## config.mk

```make
export PLATFORM = sky130hd
export DESIGN_NAME = core_mem_arbiter
export DESIGN_NICKNAME = d
export VERILOG_FILES = /design/src/rtl/core_mem_arbiter.sv
export SDC_FILE = /design/constraint.sdc
export NUM_CORES = 1
export LEC_CHECK = 0
export ABC_AREA = 1
export CORE_UTILIZATION = 45
export CTS_BUF_LIST = sky130_fd_sc_hd__clkbuf_4
export CTS_CLUSTER_DIAMETER = 50
export DETAILED_ROUTE_END_ITERATION = 8
export MAX_ROUTING_LAYER = met4
export PLACE_DENSITY_LB_ADDON = 0.1
export SLEW_MARGIN = 30
export SYNTH_ARGS = -nofsm -noshare
export SYNTH_HDL_FRONTEND = slang
export SYNTH_SLANG_ARGS = --single-unit
```

## constraint.sdc

```tcl
create_clock -name clk_i -period 3.8 [get_ports clk_i]
set_input_delay 0.38 -clock clk_i [delete_from_list [all_inputs] [get_ports clk_i]]
set_output_delay 0.38 -clock clk_i [all_outputs]
set_load 0.02 [all_outputs]
```

## src/rtl/core_mem_arbiter.sv

```systemverilog
// Purpose: merges NUM_CH core-side memory request channels onto one shared memory port (round-robin or fixed priority).
// Latency: grant registered one cycle after enable, completion visible one cycle after mem_ack_i; 3 cycles minimum per transaction.
// Backpressure: a requesting channel sees ch_blocking_n_o=0 until its completion cycle; WAIT aborts with err_o after TIMEOUT_CYC cycles.
module core_mem_arbiter #(
  parameter int NUM_CH      = 2,
  parameter int ADDR_W      = 30,
  parameter int DATA_W      = 32,
  parameter int RR_MODE     = 1,
  parameter int TIMEOUT_CYC = 255
) (
  input  logic                           clk_i,
  input  logic                           rst_ni,
  input  logic [NUM_CH-1:0]              ch_en_i,
  input  logic [NUM_CH*ADDR_W-1:0]       ch_addr_i,
  input  logic [NUM_CH*(DATA_W/8)-1:0]   ch_we_i,
  input  logic [NUM_CH*DATA_W-1:0]       ch_wdata_i,
  output logic [DATA_W-1:0]              ch_rdata_o,
  output logic [NUM_CH-1:0]              ch_blocking_n_o,
  output logic                           mem_req_o,
  output logic [ADDR_W-1:0]              mem_addr_o,
  output logic [DATA_W/8-1:0]            mem_we_o,
  output logic [DATA_W-1:0]              mem_wdata_o,
  input  logic                           mem_ack_i,
  input  logic [DATA_W-1:0]              mem_rdata_i,
  output logic                           err_o,
  output logic [$clog2(NUM_CH)-1:0]      err_ch_o
);

  localparam int SW = DATA_W / 8;
  localparam int GW = $clog2(NUM_CH);
  localparam int TW = (TIMEOUT_CYC > 1) ? $clog2(TIMEOUT_CYC) : 1;

  typedef enum logic [1:0] {IDLE, WAIT, RESP} state_e;

  state_e             state_q, state_d;
  logic [GW-1:0]      rr_ptr_q, rr_ptr_d;
  logic [GW-1:0]      grant_q, grant_d;
  logic [NUM_CH-1:0]  done_q, done_d;
  logic [TW-1:0]      tmo_q, tmo_d;
  logic               mem_req_q, mem_req_d;
  logic [ADDR_W-1:0]  mem_addr_q, mem_addr_d;
  logic [SW-1:0]      mem_we_q, mem_we_d;
  logic [DATA_W-1:0]  mem_wdata_q, mem_wdata_d;
  logic [DATA_W-1:0]  rdata_q, rdata_d;
  logic               err_q, err_d;
  logic [GW-1:0]      err_ch_q, err_ch_d;

  logic [NUM_CH-1:0]  req;
  logic               arb_vld;
  logic [GW-1:0]      arb_idx;
  logic [ADDR_W-1:0]  sel_addr;
  logic [SW-1:0]      sel_we;
  logic [DATA_W-1:0]  sel_wdata;

  // Pending requests exclude a channel that is in its completion cycle
  assign req             = ch_en_i & ~done_q;
  assign ch_blocking_n_o = ~req;

  // Pick the winner: search upward from rr_ptr (wrapping) or from index 0, then mux its request fields
  always_comb begin
    int            idx;
    logic [GW-1:0] idx_w;
    arb_vld   = 1'b0;
    arb_idx   = '0;
    idx       = 0;
    idx_w     = '0;
    sel_addr  = '0;
    sel_we    = '0;
    sel_wdata = '0;
    for (int k = 0; k < NUM_CH; k++) begin
      idx = (RR_MODE != 0) ? int'(rr_ptr_q) + k : k;
      if (idx >= NUM_CH) idx = idx - NUM_CH;
      idx_w = GW'(idx);
      if (!arb_vld && req[idx_w]) begin
        arb_vld = 1'b1;
        arb_idx = idx_w;
      end
    end
    for (int k = 0; k < NUM_CH; k++) begin
      if (arb_idx == GW'(k)) begin
        sel_addr  = ch_addr_i[k*ADDR_W +: ADDR_W];
        sel_we    = ch_we_i[k*SW +: SW];
        sel_wdata = ch_wdata_i[k*DATA_W +: DATA_W];
      end
    end
  end

  // Next-state logic for the IDLE -> WAIT -> RESP transaction sequence and all registered outputs
  always_comb begin
    state_d     = state_q;
    rr_ptr_d    = rr_ptr_q;
    grant_d     = grant_q;
    done_d      = done_q;
    tmo_d       = tmo_q;
    mem_req_d   = mem_req_q;
    mem_addr_d  = mem_addr_q;
    mem_we_d    = mem_we_q;
    mem_wdata_d = mem_wdata_q;
    rdata_d     = rdata_q;
    err_d       = 1'b0;
    err_ch_d    = err_ch_q;
    case (state_q)
      IDLE: begin
        if (arb_vld) begin
          grant_d     = arb_idx;
          mem_addr_d  = sel_addr;
          mem_we_d    = sel_we;
          mem_wdata_d = sel_wdata;
          mem_req_d   = 1'b1;
          tmo_d       = '0;
          state_d     = WAIT;
        end
      end
      WAIT: begin
        tmo_d = tmo_q + 1'b1;
        if (mem_ack_i) begin
          rdata_d         = mem_rdata_i;
          done_d[grant_q] = 1'b1;
          mem_req_d       = 1'b0;
          state_d         = RESP;
        end else if ((TIMEOUT_CYC != 0) && (tmo_q == TW'(TIMEOUT_CYC - 1))) begin
          // Abort: the stalled channel is released with zero data and an error pulse
          rdata_d         = '0;
          err_d           = 1'b1;
          err_ch_d        = grant_q;
          done_d[grant_q] = 1'b1;
          mem_req_d       = 1'b0;
          state_d         = RESP;
        end
      end
      RESP: begin
        done_d   = '0;
        rr_ptr_d = (grant_q == GW'(NUM_CH - 1)) ? '0 : grant_q + 1'b1;
        state_d  = IDLE;
      end
      default: state_d = IDLE;
    endcase
  end

  // State and output registers; reset abandons any in-flight transaction silently
  always_ff @(posedge clk_i or negedge rst_ni) begin
    if (!rst_ni) begin
      state_q     <= IDLE;
      rr_ptr_q    <= '0;
      grant_q     <= '0;
      done_q      <= '0;
      tmo_q       <= '0;
      mem_req_q   <= 1'b0;
      mem_addr_q  <= '0;
      mem_we_q    <= '0;
      mem_wdata_q <= '0;
      rdata_q     <= '0;
      err_q       <= 1'b0;
      err_ch_q    <= '0;
    end else begin
      state_q     <= state_d;
      rr_ptr_q    <= rr_ptr_d;
      grant_q     <= grant_d;
      done_q      <= done_d;
      tmo_q       <= tmo_d;
      mem_req_q   <= mem_req_d;
      mem_addr_q  <= mem_addr_d;
      mem_we_q    <= mem_we_d;
      mem_wdata_q <= mem_wdata_d;
      rdata_q     <= rdata_d;
      err_q       <= err_d;
      err_ch_q    <= err_ch_d;
    end
  end

  assign mem_req_o   = mem_req_q;
  assign mem_addr_o  = mem_addr_q;
  assign mem_we_o    = mem_we_q;
  assign mem_wdata_o = mem_wdata_q;
  assign ch_rdata_o  = rdata_q;
  assign err_o       = err_q;
  assign err_ch_o    = err_ch_q;

endmodule

```

# After elaboration in Yosys (flattened, before gate mapping)
# Cells that the tools add are included.
# op_classes
n_addsub,5
order_cmp,6
n_eq_ne,5
n_mux,34
bitwise,5
reduce_logical,14
# ops
operator,count
two-way mux 32 bit,3
two-way mux 30 bit,1
two-way mux 1 bit,18
case mux 8 bit (2 select lines),1
two-way mux 2 bit,5
AND reduction 2 bit,5
"adder 8 x 1 -> 8 bit, second input constant",1
"equality test 8 bit, second input constant",1
two-way mux 8 bit,1
case mux 2 bit (2 select lines),2
"< comparator 1 x 2 -> 1 bit, second input constant",3
AND reduction 3 bit,2
nonzero test 2 bit,3
two-way mux 4 bit,1
inverter 2 bit,2
"inequality test 3 bit, second input constant",1
"adder 1 x 1 -> 2 bit, second input constant",1
bitwise AND 2 bit,1
"equality test 2 x 1 -> 1 bit, second input constant",1
"equality test 2 bit, second input constant",1
"greater-or-equal comparator 1 x 2 -> 1 bit, second input constant",1
"greater-or-equal comparator 2 bit, second input constant",1
logical AND 1 bit,2
zero test 2 bit,1
9 further kinds,10
# word_totals
reg_bits,115
inputBits,169
output_inout_bits,103
elab_cells,81

# Logic depth before layout (Yosys ltp)
# Gate-level depths: netlist of the first run.
# logic_depth
ltp_word,10
mapped_depth,10
depth_no_buf,9

# Worst setup path after synthesis of the first run
# OpenSTA, ideal clock, no wires.
# synth_path
path_kind,register to register
from,reg tmo_q[0]
to,"reg rdata_q[24], in the netlist ch_rdata_o[24]"
arrival_time_ns,1.205
required_time_ns,3.683
path_slack_ns,2.478
stages_incl_launch_ff,11
path_buffers,1
period_less_slack_ns,1.322
cell_sequence,dfrtp_1 inv_1 ha_1 inv_1 nor2_1 nand2_2 nand2_2 nand2_4 buf_6 nand2_1 nand2_1
# synth_via
elab_chain_cells,3
# synth_rtl
item,line_no,source
start: declaration,39,"logic [TW-1:0] tmo_q, tmo_d;"
start signal: assignment,160,tmo_q <= tmo_d;
equality test 8 bit,121,end else if ((TIMEOUT_CYC != 0) && (tmo_q == TW'(TIMEOUT_CYC - 1))) begin
nonzero test 2 bit (no source line),-,
AND reduction 2 bit (no source line),-,
end signal: assignment,165,rdata_q <= rdata_d;
end: declaration,44,"logic [DATA_W-1:0] rdata_q, rdata_d;"
# Every way passes these cells.
# A chain may end at the register's enable or synchronous reset.

# Worst setup path in the final report of the first run
# layout_path
from,reg done_q[0]
to,out ch_blocking_n_o[0]
# layout_via
elab_chain_cells,3
# layout_rtl
item,line_no,source
start: declaration,38,"logic [NUM_CH-1:0] done_q, done_d;"
start signal: assignment,159,done_q <= done_d;
inverter 2 bit,56,assign req = ch_en_i & ~done_q;
bitwise AND 2 bit,56,
inverter 2 bit,57,assign ch_blocking_n_o = ~req;
end: declaration,18,"output logic [NUM_CH-1:0] ch_blocking_n_o,"
# Every way passes these cells.

==> impl_results.md, run 1 <==
- Peak Freq: 0.484 GHz
- Worst min-delay path class: primary input to flip-flop
- Most frequent cell after synthesis: sky130_fd_sc_hd__nand2_1
- Cell depth of the worst min-delay path: 3
- Power density relative to cell area: 274 nW/um^2
- Fraction of power consumed by the clock network: 37.6%
- Number of levels in the clock H-tree: 4
- Starting DRT DRC Count: 359
- Synth Register Bits: 115
- Placeable core region: 12,100 sq um
- CP required: 3.42 ns
- Clock tree sinks: 115
- Shortest period the worst path allows: 2.07 ns
- Hold-critical path endpoint: ch_rdata_o[9]$_DFFE_PN0P_
- Clock buffers created by TritonCTS: 17
- Final-report hold violation count: 0
- I/O Pins: 272
- Leakage power summed over all cells: 0.00445 uW
- Die X: 114 microns
- Root Driver: sky130_fd_sc_hd__clkbuf_4
- Cell area after synthesis: 5620 sq um
- Avg Cell Area, Syn: 7.58 sq um
- Async set-reset flop share out of synthesis: 100%
- Power share of the combinational group: 10.3%
- Pre-CTS setup slack: 1.41 ns
- Sequence of cells on the critical path: inv_2, nand2_2, clkdlybuf4s50_1
- Critical-path maximum fanout: 3
- Standard-cell rows: 40
- Number of warnings issued by yosys: 0
- Number of instances in the synthesized netlist: 742
- Placed standard-cell area: 8290 sq um
- Arrival time of data at the critical path endpoint: 1.69 ns
- Setup TNS: 0 ns
- Internal power of the cells: 1730 uW
- Starting density of the core: 46.4%
- Maximum number of pins on one net before global-route repair: 76
- Portion of synthesized cell area occupied by the leading cell type: 51.2%
- Non-Filler Instances: 1,175
- Worst-skew pair later-pin latency: 0.52 ns
- Routed length per placed instance: 13.9 microns
- Outcome: completed
- Setup repair after global routing missed its margin: no
- Final Max Tran Viols: 0
- Startpoint of the most critical register-to-register path: done_q[0]$_DFFE_PN0P_
- Number of I/O port buffers: 271
- R2R Path End: mem_addr_o[3]$_DFFE_PN0P_
- Switching Fraction: 26.2%
- Ranking of synthesized cells by area: sky130_fd_sc_hd__dfrtp_1 (51%), sky130_fd_sc_hd__nand2_1 (28%), sky130_fd_sc_hd__nand3_1 (9.6%), sky130_fd_sc_hd__buf_4 (2.0%), sky130_fd_sc_hd__buf_6 (1.8%)
- Register-to-Register Setup Slack: 1.86 ns
- Final ANT Viol Nets: 0
- Number of placed instances with taps included: 1,142
- Sequential element share of the synthesized area: 51.2%
- Fill cell total of the finished layout: 1,029
- HPWL Detailed: 10.9 mm
- Max_cap viols: 0
- Post-CTS Setup Inserts: 0
- Finished layout cell area: 8580 sq um
- Remaining max-slew budget at the tightest pin: 46.4%
- Vias per cell: 4.80
- Worst stage delay on the critical path: 0.62 ns
- Final setup violation count: 0
- Commonest cells in the netlist: sky130_fd_sc_hd__nand2_1 (416), sky130_fd_sc_hd__dfrtp_1 (115), sky130_fd_sc_hd__nand3_1 (108)
- Drt total wl: 16.3 mm
- Vias in the first global route: 5,214
- Layout Nets: 1,165
- Crit share post-route: 54.4%
- DIE AREA: 12,900 sq um
- Clock tree from TritonCTS: yes
- Number of antenna violations at the first check in global routing: 0
- EDFF count, synth: 0
- Skew final: 0.0151 ns
- Worst path setup slack after routing: 1.73 ns
- Worst setup SP type: flip-flop
- Number of inserted diodes: 0
- Endpoint type of the worst setup path: primary output
- Total power: 2350 uW
- Count of TritonRoute iterations in the first routing pass: 5
- Hold Startpoint: mem_rdata_i[9]
- Overall routing resource usage: 26.5%
- Post-synthesis cell type with the largest combined area: sky130_fd_sc_hd__dfrtp_1
- Net Switching: 613 uW
- Syn nets: 913
- Distinct cells, synth: 22
- Clock slew at reported path FFs: 0.13 ns
- Logic depth of the worst register-to-register path: 8
- Primary FF master, synth: sky130_fd_sc_hd__dfrtp_1
- Setup CP Type: flip-flop to primary output
- Layout cell share with drive strength beyond 1: 5.86%
- DR DRC count: 0
- Max Root-Sink Buffers: 2
- Worst vdd rail ir drop: 0.149 mV
- Actual transition at the worst max-transition pin: 0.804 ns
- Chip Height: 114 microns
- Final weighted congestion of routability-driven global placement: 0.796
- Cell with the largest stage delay on the worst path: sky130_fd_sc_hd__clkdlybuf4s50_1
- Sequential fraction of design power: 52.1%
- Area delta synth->final: 52.5%
- Detailed-route via count: 5,635
- Wire length of the first global-routing pass: 25.9 mm
- GR Overflow Total: 0
## power groups by stage
stage / sequential [uW] / clock, uW / combinational, uW
detailed placement: 1250 / 0 / 242
finish: 1220 / 881 / 241
global placement: 1250 / 0 / 241
floorplan: 1250 / 0 / 34.7
CTS: 1220 / 915 / 244
global route: 1220 / 982 / 262
## layer usage
| layer | up-vias | wire length (microns) | global-route usage (%) | share of wire [%] |
|---|---|---|---|---|
| met3 | 24 | 1000 | 5.31 | 6.1 |
| met1 | 2564 | 6900 | 33.3 | 42 |
| met4 | 0 | 365 | 12.0 | 2.2 |
| met2 | 217 | 8010 | 41.6 | 49 |
| met5 | - | 0 | - | 0 |
| li1 | 2830 | - | - | - |
## worst max-delay path by stage
stage                           from                          to  slack [ns]  cells past startpoint
6_report       done_q[0]$_DFFE_PN0P_          ch_blocking_n_o[0]        1.73                      3
5_1_grt        done_q[0]$_DFFE_PN0P_          ch_blocking_n_o[0]        1.61                      3
4_1_cts        done_q[0]$_DFFE_PN0P_          ch_blocking_n_o[0]        1.65                      3
3_5_place_dp              ch_en_i[0]   mem_addr_o[3]$_DFFE_PN0P_        1.41                      8
3_3_place_gp              ch_en_i[0]   mem_addr_o[3]$_DFFE_PN0P_        1.45                      8
2_1_floorplan   tmo_q[0]$_DFFE_PN0P_  ch_rdata_o[24]$_DFFE_PN0P_        2.48                     10
## critical path, delay by kind of cell (launching register included)
family / cells / cell delay, ns
flip-flops: 1 / 0.41
buffers and inverters: 2 / 0.70
AND/OR/NAND/NOR: 1 / 0.06
## logic make-up (layout without fill, tap and decap cells)
kind of cell             count (synthesis)  after routing  share of synthesized area [%]
AO/OA/AOI/OAI                           19             19                           1.85
adder cells (fa/ha/maj)                  2              2                          0.445
buffers and inverters                   64            329                           6.83
flip-flops                             115            115                           51.2
AND/OR/NAND/NOR                        542            542                           39.7
## registers in the layout (all words and copies together), names as in the netlist
register	count
mem_wdata_o	32
mem_addr_o	30
err_ch_o	1
grant_q	1
tmo_q	8
ch_rdata_o	32
rr_ptr_q	1
done_q	2
state_q	2
mem_req_o	1
err_o	1
mem_we_o	4
## layout make-up
class	instances	area [sq um]	area share [%]
Multi-Input combinational cell	563	2360	27.5
Inverter	17	66.3	0.773
Sequential cell	115	2880	33.6
Clock inverter	15	148	1.72
Timing Repair Buffer	280	2780	32.5
Clock buffer	17	128	1.49
Tap cell	168	210	2.45
## through the flow
step | utilization, % | hold slack (ns)
6_report | 70.8 | 0.392
5_1_grt | 70.8 | 0.348
4_1_cts | 70.8 | 0.330
3_5_place_dp | 68.4 | 0.458
3_3_place_gp | 68.4 | 0.453
2_1_floorplan | - | 0.0844
## repair_timing
item,in CTS,in global routing
endpoints found under the hold margin,68,0
gates resized for setup,0,0
hold buffers,1,0
## cells in the final DEF, fill, tap and decap left out, types with 6 or more instances in the layout
master and n:
sky130_fd_sc_hd__o21ai_0 9, sky130_fd_sc_hd__nand3_1 108, sky130_fd_sc_hd__clkdlybuf4s50_1 270, sky130_fd_sc_hd__buf_4 8, sky130_fd_sc_hd__nand2_1 416, sky130_fd_sc_hd__a21oi_1 6, sky130_fd_sc_hd__inv_6 6, sky130_fd_sc_hd__nor2_1 6
sky130_fd_sc_hd__nand2_2 6, sky130_fd_sc_hd__inv_1 11, sky130_fd_sc_hd__dfrtp_1 115, sky130_fd_sc_hd__clkbuf_4 17
(Power assumes the default switching activity.)
==> run 2: changes to the inputs <==
Settings changed: CORE_UTILIZATION 45 to 42.
Clock period 3.8 ns to 2.1 ns, I/O delays scaled along.
==> run 2 against run 1 <==
  * Core utilization shrank 2.8 points
  * Clock skew grew 0.0013 ns
  * Clock power grew 100%
  * Final area grew 1.8%
  * Die area grew 7.0%
  * Cell count grew 0.68%
  * Hold slack lost 0.18 ns
  * Combinational power grew 82%
  * Global-route usage shrank 1.4 points
  * Total power grew 88%
  * Sequential cell count is the same
  * Critical path type unchanged
==> impl_results.md, run 2 (synthesized netlist as in run 1, its figures left out) <==
- Overall routing resource usage: 25.1% (-1.4 points)
- Number of I/O port buffers: 271 (unchanged)
- Final setup violation count: 0 (unchanged)
- Switching Fraction: 24.0% (-2.2 points)
- Standard-cell rows: 41 (+2.5%)
- Max_cap viols: 0 (unchanged)
- Endpoint type of the worst setup path: primary output
- Wire length of the first global-routing pass: 27.1 mm (+4.8%)
- Root Driver: sky130_fd_sc_hd__clkbuf_4
- Fraction of power consumed by the clock network: 39.9% (+2.3 points)
- Critical-path maximum fanout: 3 (unchanged)
- Final weighted congestion of routability-driven global placement: 0.828 (+4.0%)
- Shortest period the worst path allows: 1.88 ns
- Clock tree sinks: 115 (unchanged)
- Power share of the combinational group: 9.9% (-0.4 points)
- Number of levels in the clock H-tree: 4 (unchanged)
- Cell with the largest stage delay on the worst path: sky130_fd_sc_hd__clkdlybuf4s50_1
- Number of antenna violations at the first check in global routing: 0 (unchanged)
- Worst stage delay on the critical path: 0.61 ns (about the same)
- Setup CP Type: flip-flop to primary output
- Arrival time of data at the critical path endpoint: 1.67 ns (-0.02 ns)
- Outcome: completed
- Starting density of the core: 43.9% (-2.6 points)
- Most common cell after layout, fill and taps aside: sky130_fd_sc_hd__nand2_1
- Actual transition at the worst max-transition pin: 0.511 ns (-0.292 ns)
- Final ANT Viol Nets: 0 (unchanged)
- Setup TNS: 0 ns (unchanged)
- DR DRC count: 0 (unchanged)
- Die X: 118 microns (+3.4%)
- Final-report hold violation count: 0 (unchanged)
- Layout Nets: 1,169 (+0.34%)
- Number of inserted diodes: 0 (unchanged)
- Worst min-delay path class: primary input to async pin
- Worst path setup slack after routing: 0.224 ns (-1.51 ns)
- Leading cell types in the layout, fill and taps excluded: sky130_fd_sc_hd__nand2_1 (416), sky130_fd_sc_hd__clkdlybuf4s50_1 (270), sky130_fd_sc_hd__dfrtp_1 (115)
- Sequential fraction of design power: 50.1% (-2.0 points)
- Pre-CTS setup slack: 0.354 ns (-1.05 ns)
- Placeable core region: 12,800 sq um (+5.9%)
- Clock tree from TritonCTS: yes
- CP required: 1.89 ns (-1.53 ns)
- Count of TritonRoute iterations in the first routing pass: 4 (-1)
- Area delta synth->final: 55.2%
- Sequence of cells on the critical path: inv_2, nand2_2, clkdlybuf4s50_1
- Leakage power summed over all cells: 0.00451 uW (+1.5%)
- DIE AREA: 13,900 sq um (+7.0%)
- Power density relative to cell area: 506 nW/um^2 (+85%)
- GR Overflow Total: 0 (unchanged)
- Worst vdd rail ir drop: 0.324 mV (+120%)
- Internal power of the cells: 3360 uW (+94%)
- Max Root-Sink Buffers: 2 (unchanged)
- Skew final: 0.0164 ns (+0.00129 ns)
- Vias in the first global route: 5,471 (+4.9%)
- Setup repair after global routing missed its margin: no
- I/O Pins: 272 (unchanged)
- Maximum number of pins on one net before global-route repair: 76 (unchanged)
- Starting DRT DRC Count: 358 (-0.28%)
- Detailed-route via count: 5,630 (-0.089%)
- Clock slew at reported path FFs: 0.11 ns (-0.02 ns)
- HPWL Detailed: 11.2 mm (+2.8%)
- Worst-skew pair later-pin latency: 0.51 ns (about the same)
- Clock buffers created by TritonCTS: 17 (unchanged)
- Layout cell share with drive strength beyond 1: 6.23% (+0.37 points)
- Net Switching: 1060 uW (+72%)
- Final Max Tran Viols: 0 (unchanged)
- Fill cell total of the finished layout: 1,126 (+9.4%)
- Drt total wl: 16.3 mm (+0.39%)
- Post-CTS Resized: 0 (unchanged)
- Post-layout util: 68.0% (-2.8 points)
- Worst setup SP type: flip-flop
- Register-to-Register Setup Slack: 0.52 ns (-1.34 ns)
- Routed length per placed instance: 13.8 microns (-0.29%)
- Vias per cell: 4.76 (-0.76%)
- Peak Freq: 0.533 GHz
- Remaining max-slew budget at the tightest pin: 65.9% (+19 points)
- Crit share post-route: 89.3%
- Chip Height: 118 microns (+3.4%)
==> run 2: cell count changes in the layout (fill, tap and decap cells not counted) <==
cell | before | now
sky130_fd_sc_hd__buf_4 | 8 | 6
sky130_fd_sc_hd__inv_2 | 5 | 6
sky130_fd_sc_hd__clkinvlp_4 | 2 | 3
sky130_fd_sc_hd__bufinv_16 | 1 | 3
sky130_fd_sc_hd__clkinv_2 | 0 | 1
sky130_fd_sc_hd__buf_6 | 1 | 0
sky130_fd_sc_hd__inv_4 | 1 | 0
sky130_fd_sc_hd__inv_6 | 6 | 3
sky130_fd_sc_hd__inv_8 | 1 | 0
sky130_fd_sc_hd__buf_12 | 0 | 7
==> run 2: area by class of cell <==
cell class / instances / area (sq um) / share of cell area [%]
inverters: 17 / 63.8 / 0.731
well taps: 172 / 215 / 2.47
flip-flops and latches: 115 / 2880 / 33.0
clock buffers: 17 / 128 / 1.46
repair buffers: 284 / 2900 / 33.2
clock inverters: 15 / 183 / 2.09
multi-input cells: 563 / 2360 / 27.1
==> run 2: stage by stage <==
step | std cells | area (sq um) | power (uW) | hold slack [ns]
6_report | 1183 | 8730 | 4410 | 0.209
5_1_grt | 1183 | 8730 | 4630 | 0.179
4_1_cts | 1183 | 8730 | 4470 | 0.190
3_5_place_dp | 1150 | 8410 | 2700 | 0.215
3_3_place_gp | 1150 | 8410 | 2700 | 0.212
2_1_floorplan | 742 | 5620 | 2320 | -0.0856
==> run 2: worst paths after layout <==
| check | startpoint | to | cells past startpoint |
|---|---|---|---|
| hold reg to reg | ch_rdata_o[28]$_DFFE_PN0P_ | ch_rdata_o[28]$_DFFE_PN0P_ | 2 |
| hold / removal | rst_ni | mem_addr_o[29]$_DFFE_PN0P_ | 2 |
| min in group clk_i | mem_rdata_i[1] | ch_rdata_o[1]$_DFFE_PN0P_ | 3 |
| setup / recovery | done_q[0]$_DFFE_PN0P_ | ch_blocking_n_o[0] | 3 |
| setup reg to reg | tmo_q[0]$_DFFE_PN0P_ | ch_rdata_o[26]$_DFFE_PN0P_ | 9 |
| max in group asynchronous | rst_ni | mem_addr_o[1]$_DFFE_PN0P_ | 3 |
==> run 2: worst max-delay path: cells and delay by family (launching register included) <==
family / cells / cell delay, ns
buf+inv: 2 / 0.69
flops: 1 / 0.41
simple gates: 1 / 0.06
==> run 2: repair_timing <==
item                      CTS  global route
hold endpoints to repair   35             0
hold buffers                1             0
buffers inserted            0             0
==> run 2: power groups by stage <==
stage	clock (uW)	sequential [uW]	combinational [uW]
after floorplan	0	2260	62.8
final	1760	2210	438
after global routing	1940	2210	481
after global placement	0	2260	440
after CTS	1810	2210	445
after detailed placement	0	2260	442
==> run 2: layer usage <==
metal | vias up | global-route usage [%] | routed length, microns
li1 | 2832 | - | -
met1 | 2566 | 31.1 | 7080
met2 | 203 | 40.2 | 7860
met3 | 29 | 4.84 | 996
met4 | 0 | 10.7 | 405
met5 | - | - | 0
